<file path="config.mk">
export PLATFORM = sky130hd
export DESIGN_NAME = vx_gpr_writeback_arb
export DESIGN_NICKNAME = d
export VERILOG_FILES = /design/src/rtl/vx_gpr_writeback_arb.sv
export SDC_FILE = /design/constraint.sdc
export NUM_CORES = 1
export LEC_CHECK = 0
export ABC_AREA = 0
export BUFFER_PORTS_ARGS = -buffer_cell sky130_fd_sc_hd__buf_2
export CELL_PAD_IN_SITES_DETAIL_PLACEMENT = 1
export CELL_PAD_IN_SITES_GLOBAL_PLACEMENT = 2
export CORE_AREA = 4 4 278 280
export CTS_CLUSTER_SIZE = 25
export DETAILED_ROUTE_END_ITERATION = 10
export DIE_AREA = 0 0 282 284
export HOLD_SLACK_MARGIN = 0.1
export PLACE_DENSITY = 0.7
export SYNTH_ARGS = -nofsm -noshare
export SYNTH_HDL_FRONTEND = slang
export SYNTH_SLANG_ARGS = --single-unit
</file>
<file path="constraint.sdc">
create_clock -name clk -period 3.8 [get_ports clk]
set_input_delay 0.95 -clock clk [delete_from_list [all_inputs] [get_ports clk]]
set_output_delay 0.95 -clock clk [all_outputs]
set_load 0.05 [all_outputs]
</file>
<file path="src/rtl/vx_gpr_writeback_arb.sv">
// Writer side of the GPR writeback interface: round-robin arbitration of commit ports
// into one registered writeback beat per cycle, keeping multi-beat packets contiguous.
module vx_gpr_writeback_arb #(
  parameter int NUM_INPUTS  = 4,
  parameter int NUM_THREADS = 4,
  parameter int XLEN        = 32,
  parameter int NR_BITS     = 6,
  parameter int WIS_BITS    = 2
) (
  input  logic                                clk,
  input  logic                                reset,
  input  logic [NUM_INPUTS-1:0]               in_valid,
  output logic [NUM_INPUTS-1:0]               in_ready,
  input  logic [NUM_INPUTS-1:0]               in_wb,
  input  logic [NUM_INPUTS*WIS_BITS-1:0]      in_wis,
  input  logic [NUM_INPUTS*NR_BITS-1:0]       in_rd,
  input  logic [NUM_INPUTS*NUM_THREADS-1:0]   in_tmask,
  input  logic [NUM_INPUTS*NUM_THREADS*XLEN-1:0] in_data,
  input  logic [NUM_INPUTS-1:0]               in_sop,
  input  logic [NUM_INPUTS-1:0]               in_eop,
  output logic                                wb_valid,
  output logic [WIS_BITS-1:0]                 wb_wis,
  output logic [NR_BITS-1:0]                  wb_rd,
  output logic [NUM_THREADS-1:0]              wb_tmask,
  output logic [NUM_THREADS*XLEN-1:0]         wb_data,
  output logic                                wb_sop,
  output logic                                wb_eop,
  output logic                                err_sop
);

  localparam int IDX_W = (NUM_INPUTS > 1) ? $clog2(NUM_INPUTS) : 1;
  localparam int DW    = NUM_THREADS * XLEN;

  typedef enum logic {IDLE, LOCKED} state_t;

  state_t                 state_q, state_d;
  logic [IDX_W-1:0]       locked_id_q, locked_id_d;
  logic [IDX_W-1:0]       rr_ptr_q, rr_ptr_d;
  logic [IDX_W-1:0]       grant_id, cand;
  logic                   grant_valid;
  logic                   err_d;
  logic                   sel_wb, sel_sop, sel_eop;
  logic [WIS_BITS-1:0]    sel_wis;
  logic [NR_BITS-1:0]     sel_rd;
  logic [NUM_THREADS-1:0] sel_tmask;
  logic [DW-1:0]          sel_data;

  // A locked packet owns the port until its eop; otherwise scan circularly from rr_ptr.
  always_comb begin
    grant_valid = 1'b0;
    grant_id    = '0;
    cand        = '0;
    if (state_q == LOCKED) begin
      grant_id    = locked_id_q;
      grant_valid = in_valid[locked_id_q];
    end else begin
      for (int i = 0; i < NUM_INPUTS; i++) begin
        cand = IDX_W'((int'(rr_ptr_q) + i) % NUM_INPUTS);
        if (!grant_valid && in_valid[cand]) begin
          grant_valid = 1'b1;
          grant_id    = cand;
        end
      end
    end
    if (reset) grant_valid = 1'b0;
    in_ready = '0;
    in_ready[grant_id] = grant_valid;
  end

  always_comb begin
    sel_wb    = in_wb[grant_id];
    sel_sop   = in_sop[grant_id];
    sel_eop   = in_eop[grant_id];
    sel_wis   = in_wis[grant_id*WIS_BITS +: WIS_BITS];
    sel_rd    = in_rd[grant_id*NR_BITS +: NR_BITS];
    sel_tmask = in_tmask[grant_id*NUM_THREADS +: NUM_THREADS];
    sel_data  = in_data[grant_id*DW +: DW];
  end

  // The sop flag must agree with the lock state of the cycle the beat is accepted in.
  always_comb begin
    state_d     = state_q;
    locked_id_d = locked_id_q;
    rr_ptr_d    = rr_ptr_q;
    err_d       = 1'b0;
    if (grant_valid) begin
      err_d = (state_q == LOCKED) ? sel_sop : !sel_sop;
      if (sel_eop) begin
        state_d  = IDLE;
        rr_ptr_d = (grant_id == IDX_W'(NUM_INPUTS - 1)) ? '0 : grant_id + 1'b1;
      end else begin
        state_d     = LOCKED;
        locked_id_d = grant_id;
      end
    end
  end

  always_ff @(posedge clk) begin
    if (reset) begin
      state_q     <= IDLE;
      locked_id_q <= '0;
      rr_ptr_q    <= '0;
      wb_valid    <= 1'b0;
      wb_sop      <= 1'b0;
      wb_eop      <= 1'b0;
      err_sop     <= 1'b0;
      wb_wis      <= '0;
      wb_rd       <= '0;
      wb_tmask    <= '0;
      wb_data     <= '0;
    end else begin
      state_q     <= state_d;
      locked_id_q <= locked_id_d;
      rr_ptr_q    <= rr_ptr_d;
      wb_valid    <= grant_valid & sel_wb;
      wb_sop      <= grant_valid & sel_wb & sel_sop;
      wb_eop      <= grant_valid & sel_wb & sel_eop;
      err_sop     <= err_d;
      if (grant_valid && sel_wb) begin
        wb_wis   <= sel_wis;
        wb_rd    <= sel_rd;
        wb_tmask <= sel_tmask;
        wb_data  <= sel_data;
      end
    end
  end

endmodule

</file>
==> key figures <==
Run status
  • Status: finished, final reports clean

Logic synthesis
  • Cell variety after synth: 39
  • Cell area after synthesis: roughly 11000 um^2
  • Number of flops mapped to enable cells by yosys: 0
  • Asr flop ratio synth: 0
  • Cells after synthesis: 1532
  • Syn Area/Cell: ~7.5 um^2
  • Most used DFF post-synth: dfxtp_1
  • Yosys reg bits: between 100 and 150
  • Syn_nets: about 2100
  • Seq/Total Area, Yosys: 0.260
  • Synthesis Warnings: 0

Placement
  • PortBufs: between 700 and 800
  • HPWL after DPL: between 50000 and 60000 um
  • Post-Place Worst Slack: -0.00709 ns
  • GPL Wtd Cong: between 0.8 and 0.9

Layout
  • Filler cells: 9181
  • Area delta synth->final: 47.5%
  • Reg area: between 2000 and 3000 um^2
  • Area of the multi-input gates: just under 8000 um^2
  • NumNets Final: 2734
  • Share of cells above drive strength 1: 0.420

Setup path
  • Worst Setup End Kind: primary output
  • CP max FO: 8
  • Critical Path Most Common Cell: buf_2
  • Required @ worst endpoint: between 2 and 3 ns
  • Kind of critical path: input port to primary output
  • Crit start category: input port
  • Worst path slowest cell: a2111oi_0
  • CP cell instances: buf_2 > nor2b_1 > a2111oi_0 > or3_1 > inv_8 > ha_1 > and2_2 > buf_2
  • Worst Path Arrival: 2.68 ns
  • Slowest stage delay, CP: approximately 0.4 ns

Clocking
  • CTS sink cnt: 149
  • Maximum root-to-sink buffer count: 2
  • Maximum level of the CTS H-tree: 4
  • Root Buffer: clkbuf_16
  • TritonCTS buffer count: 17
  • CTS tree: built
  • Cts hold-fix bufs: 0
  • CTS clock-pin slew for the worst setup and hold paths: ~0.070 ns
  • Worst skew pair latency: ~0.46 ns

Global routing
  • Pin count of the biggest net entering global routing: roughly 150
  • Number of global-route vias before repair: 15174
  • Met2 Usage GRT: 0.285
  • Tot GR Track Use: 0.158
  • Antenna violations before repair: 13
  • Routing usage on met3: 0.0398
  • GR Util met1: 0.183
  • Most used routing layer: met2
  • Grt ovf: 0
  • First-pass GRT wire length: 96900 um

Pwr
  • Pint: ~6600 uW
  • Pwr Density: slightly below 900 nW/um^2
  • Sw Share: 0.549
  • Psw: ~8100 uW
  • Leak Pwr: around 0.008 uW
  • Clk pwr share: 0.121
  • Worst vdd ir: approximately 0.5 mV
  • Reg power frac: 0.164
  • Gate power share: 0.715

Worst hold path
  • Worst hold path class: flip-flop to flip-flop

Timing
  • Final setup vio count: 0
  • Final worst slack: roughly 0.17 ns
  • RSZ-0062 raised after global routing: no
  • Count of final hold-check violations: 0
  • Least-Margin Pin Slew: approximately 0.86 ns
  • Clock skew: ~0.016 ns
  • Max-slew violations: 0
  • Fmax: around 280 MHz
  • Final worst path period share: 0.954
  • Slew margin rel.: 0.425
  • Hold Slack: roughly 0.54 ns
  • Post-route minimum period: approximately 3.6 ns

Drt
  • Final wirelength: 67000 um
  • Residual DRC: 0
  • DR pass1 iterations: 5
  • WL/cell: about 21 um
  • DRT antenna net count: 0
  • Drt via density: about 4.6
  • Initial DRC count: between 600 and 700
  • Via Count: between 10000 and 15000

Floorplanning
  • Core Rows: 100
  • IO Pins: roughly 730
  • CORE AREA: between 70000 and 80000 um^2
  • Die Wd: 282 um
  • Die H: 284 um
  • Initial Util: 0.154
  • Area of the die: 80100 um^2

Flow run
  • MaxCap Viol Count: 0
[routing by layer]
metal  part of all wire  vias to the layer above
li1                   -                     6874
met1               0.41                     7065
met2               0.51                      437
met3              0.060                       78
met4              0.020                        2
met5            0.00019                        -
[state kept, by name, indices dropped and copies added, names as in the netlist]
name,cells
wb_tmask,4
wb_eop,1
err_sop,1
wb_wis,2
wb_valid,1
wb_sop,1
wb_data,128
rr_ptr_q,2
wb_rd,6
state_q,1
locked_id_q,2
[worst paths after layout]
| path | from | end | slack [ns] | cells after the start |
|---|---|---|---|---|
| setup / recovery | in_valid[2] | in_ready[2] | 0.17 | 8 |
| hold / removal | rr_ptr_q[0] | rr_ptr_q[0] | 0.54 | 2 |
| hold reg to reg | rr_ptr_q[0] | rr_ptr_q[0] | 0.54 | 2 |
| setup reg to reg | state_q | wb_data[56] | 0.80 | 8 |
[Yosys cell counts (2+ instances only)]
library cell,count,area [um^2]
nor3_1,5,25.0
mux2i_1,3,30.0
a31oi_1,142,888
a211oi_1,142,1070
buf_6,8,90.1
nor2b_1,146,913
nand2_1,285,1070
nor2_1,4,15.0
and3_1,2,12.5
buf_1,4,15.0
nand2b_1,4,25.0
and2_1,5,31.3
nand3_1,3,15.0
inv_1,2,7.51
inv_2,2,7.51
a21oi_1,142,711
a211o_1,2,17.5
o211ai_1,140,1050
clkbuf_1,156,586
dfxtp_1,149,2980
o21bai_1,2,15.0
ha_1,4,50.1
mux2_1,67,754
o21a_1,2,15.0
o21ai_0,5,25.0
mux2_2,74,833
buf_2,20,100
[critical path: cells and delay by family]
family	cells	cell delay, ns
AO/OA/AOI/OAI	1	0.39
adder cells (fa/ha/maj)	1	0.19
buffers and inverters	3	0.42
AND/OR/NAND/NOR	3	0.71
[area by class of cell]
type	instances	share of cell area
Tap cell	969	0.0716
Antenna cell	11	0.00163
Sequential cell	149	0.176
Inverter	4	0.00133
Clock buffer	18	0.0259
Multi-Input combinational cell	1191	0.457
Clock inverter	14	0.00916
Timing Repair Buffer	789	0.257
[layout by cell type (no fill, tap or decap), types with 3 or more instances in the layout]
| cell type | Yosys | final |
|---|---|---|
| a21oi_1 | 142 | 142 |
| nand3_1 | 3 | 3 |
| dfxtp_1 | 149 | 149 |
| o21ai_0 | 5 | 5 |
| and2_2 | 0 | 3 |
| clkbuf_16 | 0 | 17 |
| nand2_1 | 285 | 284 |
| mux2i_1 | 3 | 3 |
| inv_6 | 0 | 5 |
| nor2b_1 | 146 | 146 |
| mux2_1 | 67 | 67 |
| ha_1 | 4 | 4 |
| a31oi_1 | 142 | 142 |
| buf_2 | 20 | 724 |
| buf_12 | 0 | 19 |
| a211oi_1 | 142 | 142 |
| nor2_1 | 4 | 3 |
| nor3_1 | 5 | 5 |
| buf_4 | 0 | 46 |
| o211ai_1 | 140 | 140 |
| mux2_2 | 74 | 74 |
| diode_2 | 0 | 11 |
| inv_8 | 0 | 6 |
| nand2b_1 | 4 | 4 |
[stage by stage]
| step | instances | TNS [ns] | util | total power [uW] | instance area (um^2) |
|---|---|---|---|---|---|
| CTS | 3134 | 0 | 0.227 | 14900 | 16900 |
| global placement | 3102 | 0 | 0.219 | 12900 | 16300 |
| floorplan | 1532 | 0 | - | 9590 | 11500 |
| global route | 3139 | 0 | 0.227 | 15800 | 16900 |
| detailed placement | 3102 | -0.0142 | 0.219 | 13100 | 16300 |
| finish | 3145 | 0 | 0.227 | 14700 | 16900 |
[power groups by stage]
stage          combinational (uW)  clock [uW]  sequential [uW]
2_1_floorplan                5460           0             4130
3_3_place_gp                10400           0             2440
3_5_place_dp                10600           0             2460
4_1_cts                     10600        1880             2430
5_1_grt                     11300        1930             2490
6_report                    10500        1780             2420
[kinds of logic after synthesis]
family,count (synthesis),share of synthesized area
adder cells (fa/ha/maj),4,0.00436
AO/OA/AOI/OAI,582,0.335
buffers and inverters,192,0.0702
AND/OR/NAND/NOR,459,0.187
multiplexers,146,0.144
flip-flops,149,0.260
[repair_timing]
| action | in CTS | in global routing |
|---|---|---|
| endpoints found under the setup margin | 0 | 2 |
| setup buffers | 0 | 0 |
| resized for setup | 0 | 1 |
(Power assumes the default switching activity.)
